--- config.mk ---
export PLATFORM = sky130hd
export DESIGN_NAME = if_stage_flat
export DESIGN_NICKNAME = d
export VERILOG_FILES = /design/src/rtl/if_stage_pkg.sv /design/src/rtl/if_stage_if.sv /design/src/rtl/if_stage.sv /design/src/flat_wrapper.sv
export SDC_FILE = /design/constraint.sdc
export NUM_CORES = 1
export LEC_CHECK = 0
export BUFFER_PORTS_ARGS = -buffer_cell sky130_fd_sc_hd__buf_2
export CORE_UTILIZATION = 50
export DETAILED_ROUTE_END_ITERATION = 16
export GPL_TIMING_DRIVEN = 0
export PLACE_DENSITY_LB_ADDON = 0.08
export SYNTH_ARGS = -nofsm -noshare
export SYNTH_HDL_FRONTEND = slang
export SYNTH_SLANG_ARGS = --single-unit
export TNS_END_PERCENT = 100
--- constraint.sdc ---
create_clock -name clk -period 5.01 [get_ports clk]
set_input_delay 0.7515 -clock clk [delete_from_list [all_inputs] [get_ports clk]]
set_output_delay 0.7515 -clock clk [all_outputs]
set_load 0.05 [all_outputs]
--- src/rtl/if_stage_pkg.sv ---
// Shared widths, bus layouts and small helpers for the LoongArch32 instruction-fetch stage.
package if_stage_pkg;

  localparam int BR_BUS_WD       = 33;
  localparam int FS_TO_DS_BUS_WD = 64;

  localparam logic FS_READY_GO = 1'b1;

  typedef struct packed {
    logic        taken;
    logic [31:0] target;
  } br_bus_t;

  typedef struct packed {
    logic [31:0] inst;
    logic [31:0] pc;
  } fs_to_ds_bus_t;

  function automatic logic [31:0] seq_pc(input logic [31:0] pc);
    return pc + 32'd4;
  endfunction

endpackage

--- src/rtl/if_stage_if.sv ---
// IF-side connection bundle: ID handshake, branch bus, instruction SRAM port and debug PC.
interface if_stage_if;
  import if_stage_pkg::*;

  logic                       ds_allowin;
  logic [BR_BUS_WD-1:0]       br_bus;
  logic                       fs_to_ds_valid;
  logic [FS_TO_DS_BUS_WD-1:0] fs_to_ds_bus;
  logic                       inst_sram_en;
  logic [3:0]                 inst_sram_we;
  logic [31:0]                inst_sram_addr;
  logic [31:0]                inst_sram_wdata;
  logic [31:0]                inst_sram_rdata;
  logic [31:0]                debug_if_pc;

  modport master (
    input  ds_allowin, br_bus, inst_sram_rdata,
    output fs_to_ds_valid, fs_to_ds_bus, inst_sram_en, inst_sram_we,
           inst_sram_addr, inst_sram_wdata, debug_if_pc
  );

  modport slave (
    output ds_allowin, br_bus, inst_sram_rdata,
    input  fs_to_ds_valid, fs_to_ds_bus, inst_sram_en, inst_sram_we,
           inst_sram_addr, inst_sram_wdata, debug_if_pc
  );

endinterface

--- src/rtl/if_stage.sv ---
// Instruction-fetch stage: pre-IF next-PC select, IF register and a one-entry instruction
// buffer that keeps a fetched word alive across an ID stall without re-reading the SRAM.
module if_stage
  import if_stage_pkg::*;
#(
  parameter logic [31:0] RESET_PC = 32'h1c00_0000
) (
  input  logic       clk,
  input  logic       resetn,
  if_stage_if.master pipe_io
);

  br_bus_t       br;
  fs_to_ds_bus_t to_ds_bus;
  logic [31:0]   nextpc;
  logic [31:0]   fs_inst;
  logic          fs_allowin;
  logic          fetch_req;
  logic          to_ds_valid;
  logic          to_ds_fire;
  logic          buf_load;
  logic          buf_clear;

  logic          to_fs_valid_q, to_fs_valid_d;
  logic          fs_valid_q,    fs_valid_d;
  logic [31:0]   fs_pc_q,       fs_pc_d;
  logic          data_fresh_q,  data_fresh_d;
  logic          buf_valid_q,   buf_valid_d;
  logic [31:0]   inst_buf_q,    inst_buf_d;

  // Next-PC select, handshake terms and next-state of every IF register.
  always_comb begin
    br          = br_bus_t'(pipe_io.br_bus);
    nextpc      = br.taken ? br.target : seq_pc(fs_pc_q);
    fs_allowin  = !fs_valid_q || (FS_READY_GO && pipe_io.ds_allowin) || br.taken;
    fetch_req   = to_fs_valid_q && fs_allowin;
    to_ds_valid = fs_valid_q && FS_READY_GO && !br.taken;
    to_ds_fire  = to_ds_valid && pipe_io.ds_allowin;

    // SRAM data only belongs to fs_pc the cycle after its request; capture it if ID can't take it.
    buf_load  = fs_valid_q && data_fresh_q && !buf_valid_q && !to_ds_fire && !br.taken;
    buf_clear = buf_valid_q && (to_ds_fire || br.taken);
    fs_inst   = buf_valid_q ? inst_buf_q : pipe_io.inst_sram_rdata;

    to_fs_valid_d = 1'b1;
    data_fresh_d  = fetch_req;

    if (fetch_req) begin
      fs_valid_d = 1'b1;
      fs_pc_d    = nextpc;
    end else begin
      fs_valid_d = fs_valid_q;
      fs_pc_d    = fs_pc_q;
    end

    if (buf_clear) begin
      buf_valid_d = 1'b0;
      inst_buf_d  = inst_buf_q;
    end else if (buf_load) begin
      buf_valid_d = 1'b1;
      inst_buf_d  = pipe_io.inst_sram_rdata;
    end else begin
      buf_valid_d = buf_valid_q;
      inst_buf_d  = inst_buf_q;
    end

    to_ds_bus.inst = fs_inst;
    to_ds_bus.pc   = fs_pc_q;
  end

  // IF state registers with asynchronous active-low reset.
  always_ff @(posedge clk or negedge resetn) begin
    if (!resetn) begin
      to_fs_valid_q <= 1'b0;
      fs_valid_q    <= 1'b0;
      fs_pc_q       <= RESET_PC - 32'd4;
      data_fresh_q  <= 1'b0;
      buf_valid_q   <= 1'b0;
      inst_buf_q    <= 32'd0;
    end else begin
      to_fs_valid_q <= to_fs_valid_d;
      fs_valid_q    <= fs_valid_d;
      fs_pc_q       <= fs_pc_d;
      data_fresh_q  <= data_fresh_d;
      buf_valid_q   <= buf_valid_d;
      inst_buf_q    <= inst_buf_d;
    end
  end

  assign pipe_io.fs_to_ds_valid  = to_ds_valid;
  assign pipe_io.fs_to_ds_bus    = to_ds_bus;
  assign pipe_io.inst_sram_en    = fetch_req;
  assign pipe_io.inst_sram_we    = 4'b0000;
  assign pipe_io.inst_sram_addr  = nextpc;
  assign pipe_io.inst_sram_wdata = 32'd0;
  assign pipe_io.debug_if_pc     = fs_pc_q;

endmodule

--- src/flat_wrapper.sv ---
// flat-port wrapper written by rule: the top's interface ports become plain ports
module if_stage_flat import if_stage_pkg::*;
#(
  parameter logic [31:0] RESET_PC = 32'h1c00_0000
)
  (clk, resetn, pipe_io_ds_allowin, pipe_io_br_bus, pipe_io_inst_sram_rdata, pipe_io_fs_to_ds_valid, pipe_io_fs_to_ds_bus, pipe_io_inst_sram_en, pipe_io_inst_sram_we, pipe_io_inst_sram_addr, pipe_io_inst_sram_wdata, pipe_io_debug_if_pc);
  if_stage_if pipe_io_i ();
  input  logic clk;
  input  logic resetn;
  input wire logic [$bits(pipe_io_i.ds_allowin)-1:0] pipe_io_ds_allowin;
  input wire logic [$bits(pipe_io_i.br_bus)-1:0] pipe_io_br_bus;
  input wire logic [$bits(pipe_io_i.inst_sram_rdata)-1:0] pipe_io_inst_sram_rdata;
  output wire logic [$bits(pipe_io_i.fs_to_ds_valid)-1:0] pipe_io_fs_to_ds_valid;
  output wire logic [$bits(pipe_io_i.fs_to_ds_bus)-1:0] pipe_io_fs_to_ds_bus;
  output wire logic [$bits(pipe_io_i.inst_sram_en)-1:0] pipe_io_inst_sram_en;
  output wire logic [$bits(pipe_io_i.inst_sram_we)-1:0] pipe_io_inst_sram_we;
  output wire logic [$bits(pipe_io_i.inst_sram_addr)-1:0] pipe_io_inst_sram_addr;
  output wire logic [$bits(pipe_io_i.inst_sram_wdata)-1:0] pipe_io_inst_sram_wdata;
  output wire logic [$bits(pipe_io_i.debug_if_pc)-1:0] pipe_io_debug_if_pc;
  assign pipe_io_i.ds_allowin = pipe_io_ds_allowin;
  assign pipe_io_i.br_bus = pipe_io_br_bus;
  assign pipe_io_i.inst_sram_rdata = pipe_io_inst_sram_rdata;
  assign pipe_io_fs_to_ds_valid = pipe_io_i.fs_to_ds_valid;
  assign pipe_io_fs_to_ds_bus = pipe_io_i.fs_to_ds_bus;
  assign pipe_io_inst_sram_en = pipe_io_i.inst_sram_en;
  assign pipe_io_inst_sram_we = pipe_io_i.inst_sram_we;
  assign pipe_io_inst_sram_addr = pipe_io_i.inst_sram_addr;
  assign pipe_io_inst_sram_wdata = pipe_io_i.inst_sram_wdata;
  assign pipe_io_debug_if_pc = pipe_io_i.debug_if_pc;
  if_stage #(.RESET_PC(RESET_PC)) u_core (.clk(clk), .resetn(resetn), .pipe_io(pipe_io_i));
endmodule
==> results_dict.tcl <==
set metrics [dict create \
    status "finished clean" \
    max_stage_delay_ps 630 \
    h-tree-depth 3 \
    clockRootBuffer "clkbuf_8" \
    die-area_um2 9939 \
    clk_latency_ps 350 \
    fin_worst_skew_ps 12.57 \
    reg2reg_to "u_core.pipe_io.debug_if_pc[24]" \
    p_seq_share_pct 32.2 \
    core_um2 9240 \
    crit_cells 7 \
    grt-ovfl-total 0 \
    ant_nets 0 \
    ios 234 \
    syn_to_final_growth_pct 30.86 \
    crit_path_end "pipe_io_inst_sram_addr[22]" \
    crit_path_frequent_cell "nand3_1" \
    tns_ps 0 \
    fp.dieW_um 99.70 \
    fin_area_um2 6245 \
    start_kind "flip-flop" \
    drc_errors 0 \
    cp_slowest_cell "dfstp_2" \
    tightest_slew_ps 906.0 \
    fp-row-count 35 \
    crit_start "u_core.pipe_io.debug_if_pc[2]" \
    swShare_pct 49.17 \
    nFillCells 795 \
    track_usage_pct 26.43 \
    drive_above_1_share_pct 54.27 \
    utilization_pct 67.58 \
    placedCellCount 863 \
    internal_power_w 0.001304 \
    async_flop_share_pct 100.0 \
    ctsHoldBuffers 0 \
    final_hold_viol_count 0 \
    wl_per_cell_um 15.08 \
    syn_area_um2 4772 \
    critical_path_required_ps 4260 \
    grt_pass1_wl_um 20490 \
    wl_um 13260 \
    fin_nets 814 \
    place_hpwl_um 10030 \
    ys_warn_count 0 \
    grt_pass1_vias 4233 \
    yosysUniqueCellTypes 56 \
    setup_viol 0 \
    grt_start_max_net_pins 69 \
    hold_slack_ps 503.9 \
    drv_slew 0 \
    endpoint_kind "output port" \
    synth_enable_flop_cells 0 \
    ys_seq_area_share_pct 36.34 \
    netlist_instances 502 \
    io_buffers 197 \
    antenna_found_initial 0 \
    powerDensity_nw_per_um2 410.7 \
    place_congestion 0.8523 \
    rsz0062_at_grt "no" \
    placed_area_um2 6053 \
    diodes 0 \
    cts_tree "built" \
    min_period_ps 3614 \
    drv_cap 0 \
    clk_pin_slew_worst_paths_ps 80 \
    p_leak_nw 3.058 \
    max_freq_mhz 276.7 \
    clock_sinks 68 \
    cp_top_family "simple AND/OR/NAND/NOR gates" \
    regToRegSetupSlack_ps 2720 \
    drtIter0Drc 197 \
    ff2ff_path_depth 6 \
    synth-seq-cells 68 \
    ir_drop_v 0.0003036 \
    cts_resized 0 \
    drt_pass1_iterations 5 \
    max-slew-margin-rel_pct 39.60 \
    timing.rr.start "u_core.pipe_io.debug_if_pc[2]" \
    crit_chain "ha_1 > nand3_1 > nor3_4 > nand2_4 > or4_1 > nand3_1 > buf_2" \
    pwr-share-comb_pct 50.0 \
    finalCritPeriodShare_pct 72.14 \
    die_y_um 99.70 \
    vias 4531 \
    worst_hold_path_type "reg2reg" \
    power.switching_w 0.001261 \
    critPathArrivalTime_ps 2860 \
    vias_per_cell 5.155 \
    cts.path.max_buffers 2 \
    ys.flop_type "dfrtp_1" \
    layout.cells.non_filler 879 \
    cts_setup_buffers 0 \
    path_max_fanout 10 \
    start_util_pct 51.65 \
    cts_made_buffers 9 \
    pwr-share-clk_pct 17.8 \
    synth_area_per_cell_um2 9.506 \
    critPathBufInv 1 \
    critPathKind "reg2out" \
]
==> Yosys cell counts, types with 3 or more instances <==
master | n | share of area (%)
nor2_1 | 26 | 2.0
buf_1 | 5 | 0.39
xor2_1 | 9 | 1.7
nand4_1 | 10 | 1.3
clkbuf_1 | 18 | 1.4
dfrtp_1 | 42 | 22
dfstp_2 | 26 | 14
o21ai_0 | 17 | 1.8
nand2_1 | 47 | 3.7
or4_1 | 4 | 0.63
nand2b_1 | 3 | 0.39
mux2_2 | 79 | 19
o22ai_1 | 5 | 0.66
and2_1 | 3 | 0.39
xnor2_1 | 5 | 0.92
nor3_1 | 4 | 0.42
o311ai_0 | 6 | 1.1
buf_2 | 3 | 0.31
nand3_1 | 33 | 3.5
a21oi_1 | 16 | 1.7
buf_4 | 69 | 11
mux2i_1 | 3 | 0.63
or2_2 | 6 | 0.79
o211ai_1 | 7 | 1.1
or3_1 | 4 | 0.52
and3_1 | 5 | 0.66
nor4_1 | 4 | 0.52
==> routing by layer <==
layer,GRT usage (%),part of all wire [%],wire length (um)
met2,44.08,48,6347
met5,0,0,0
met4,7.466,1.4,191
met3,6.325,7.8,1039
met1,34.19,43,5679
==> power by group through the flow <==
stage / registers, W / clock network (W) / logic, W
after floorplan: 0.000982 / 0 / 0.000856
after global placement: 0.000820 / 0 / 0.00126
after detailed placement: 0.000833 / 0 / 0.00128
after CTS: 0.000824 / 0.000467 / 0.00128
after global routing: 0.000846 / 0.000490 / 0.00134
final: 0.000826 / 0.000457 / 0.00128
==> registers in the layout, indices dropped and copies added, names as in the netlist <==
register,cells
u_core.buf_valid_q,1
u_core.data_fresh_q,1
u_core.fs_valid_q,1
u_core.inst_buf_q,32
u_core.pipe_io.debug_if_pc,32
u_core.to_fs_valid_q,1
==> cell type report <==
| type | count | area, um2 | share of cell area, % |
|---|---|---|---|
| multi-input combinational | 370 | 2527 | 40.47 |
| sequential | 68 | 1734 | 27.77 |
| timing repair buffer | 197 | 988.4 | 15.83 |
| buffer | 96 | 630.6 | 10.10 |
| tap | 129 | 161.4 | 2.585 |
| clock buffer | 10 | 127.6 | 2.044 |
| clock inverter | 6 | 63.81 | 1.022 |
| inverter | 3 | 11.26 | 0.1803 |
==> cells by family after synthesis <==
| group | share of synthesized area [%] |
|---|---|
| AO/OA/AOI/OAI | 9.412 |
| XOR/XNOR | 2.570 |
| adder cells (fa/ha/maj) | 0.2622 |
| buffers and inverters | 13.45 |
| flip-flops | 36.34 |
| multiplexers | 19.27 |
| other | 0.1574 |
| AND/OR/NAND/NOR | 18.54 |
==> metrics by stage <==
step	total power, W	worst slack, ps
floorplan	0.001838	1329
global placement	0.002083	1671
detailed placement	0.002114	1657
CTS	0.002574	1400
global route	0.002677	1167
finish	0.002565	1396
==> cells in the final DEF, fill, tap and decap left out, types with 7 or more instances in the layout <==
master    Yosys  final
o211ai_1      7      7
nand2_1      47     47
xor2_1        9      9
o21ai_0      17     17
nand3_1      33     33
dfstp_2      26     26
nand4_1      10     10
buf_2         3    199
buf_4        69     70
dfrtp_1      42     42
clkbuf_8      0      9
nor2_1       26     26
conb_1        2     37
a21oi_1      16     16
mux2_2       79     79
clkbuf_1     18     19
==> worst min-delay path by stage <==
stage / startpoint / to / slack (ps) / cells after the start
2_1_floorplan: resetn / u_core.buf_valid_q / 460 / 0
3_3_place_gp: u_core.inst_buf_q[30] / u_core.inst_buf_q[30] / 480 / 1
3_5_place_dp: u_core.inst_buf_q[28] / u_core.inst_buf_q[28] / 490 / 1
4_1_cts: u_core.inst_buf_q[7] / u_core.inst_buf_q[7] / 510 / 1
5_1_grt: u_core.inst_buf_q[10] / u_core.inst_buf_q[10] / 520 / 1
6_report: u_core.inst_buf_q[0] / u_core.inst_buf_q[0] / 500 / 1
No activity file was read; power rests on OpenSTA's default activity.
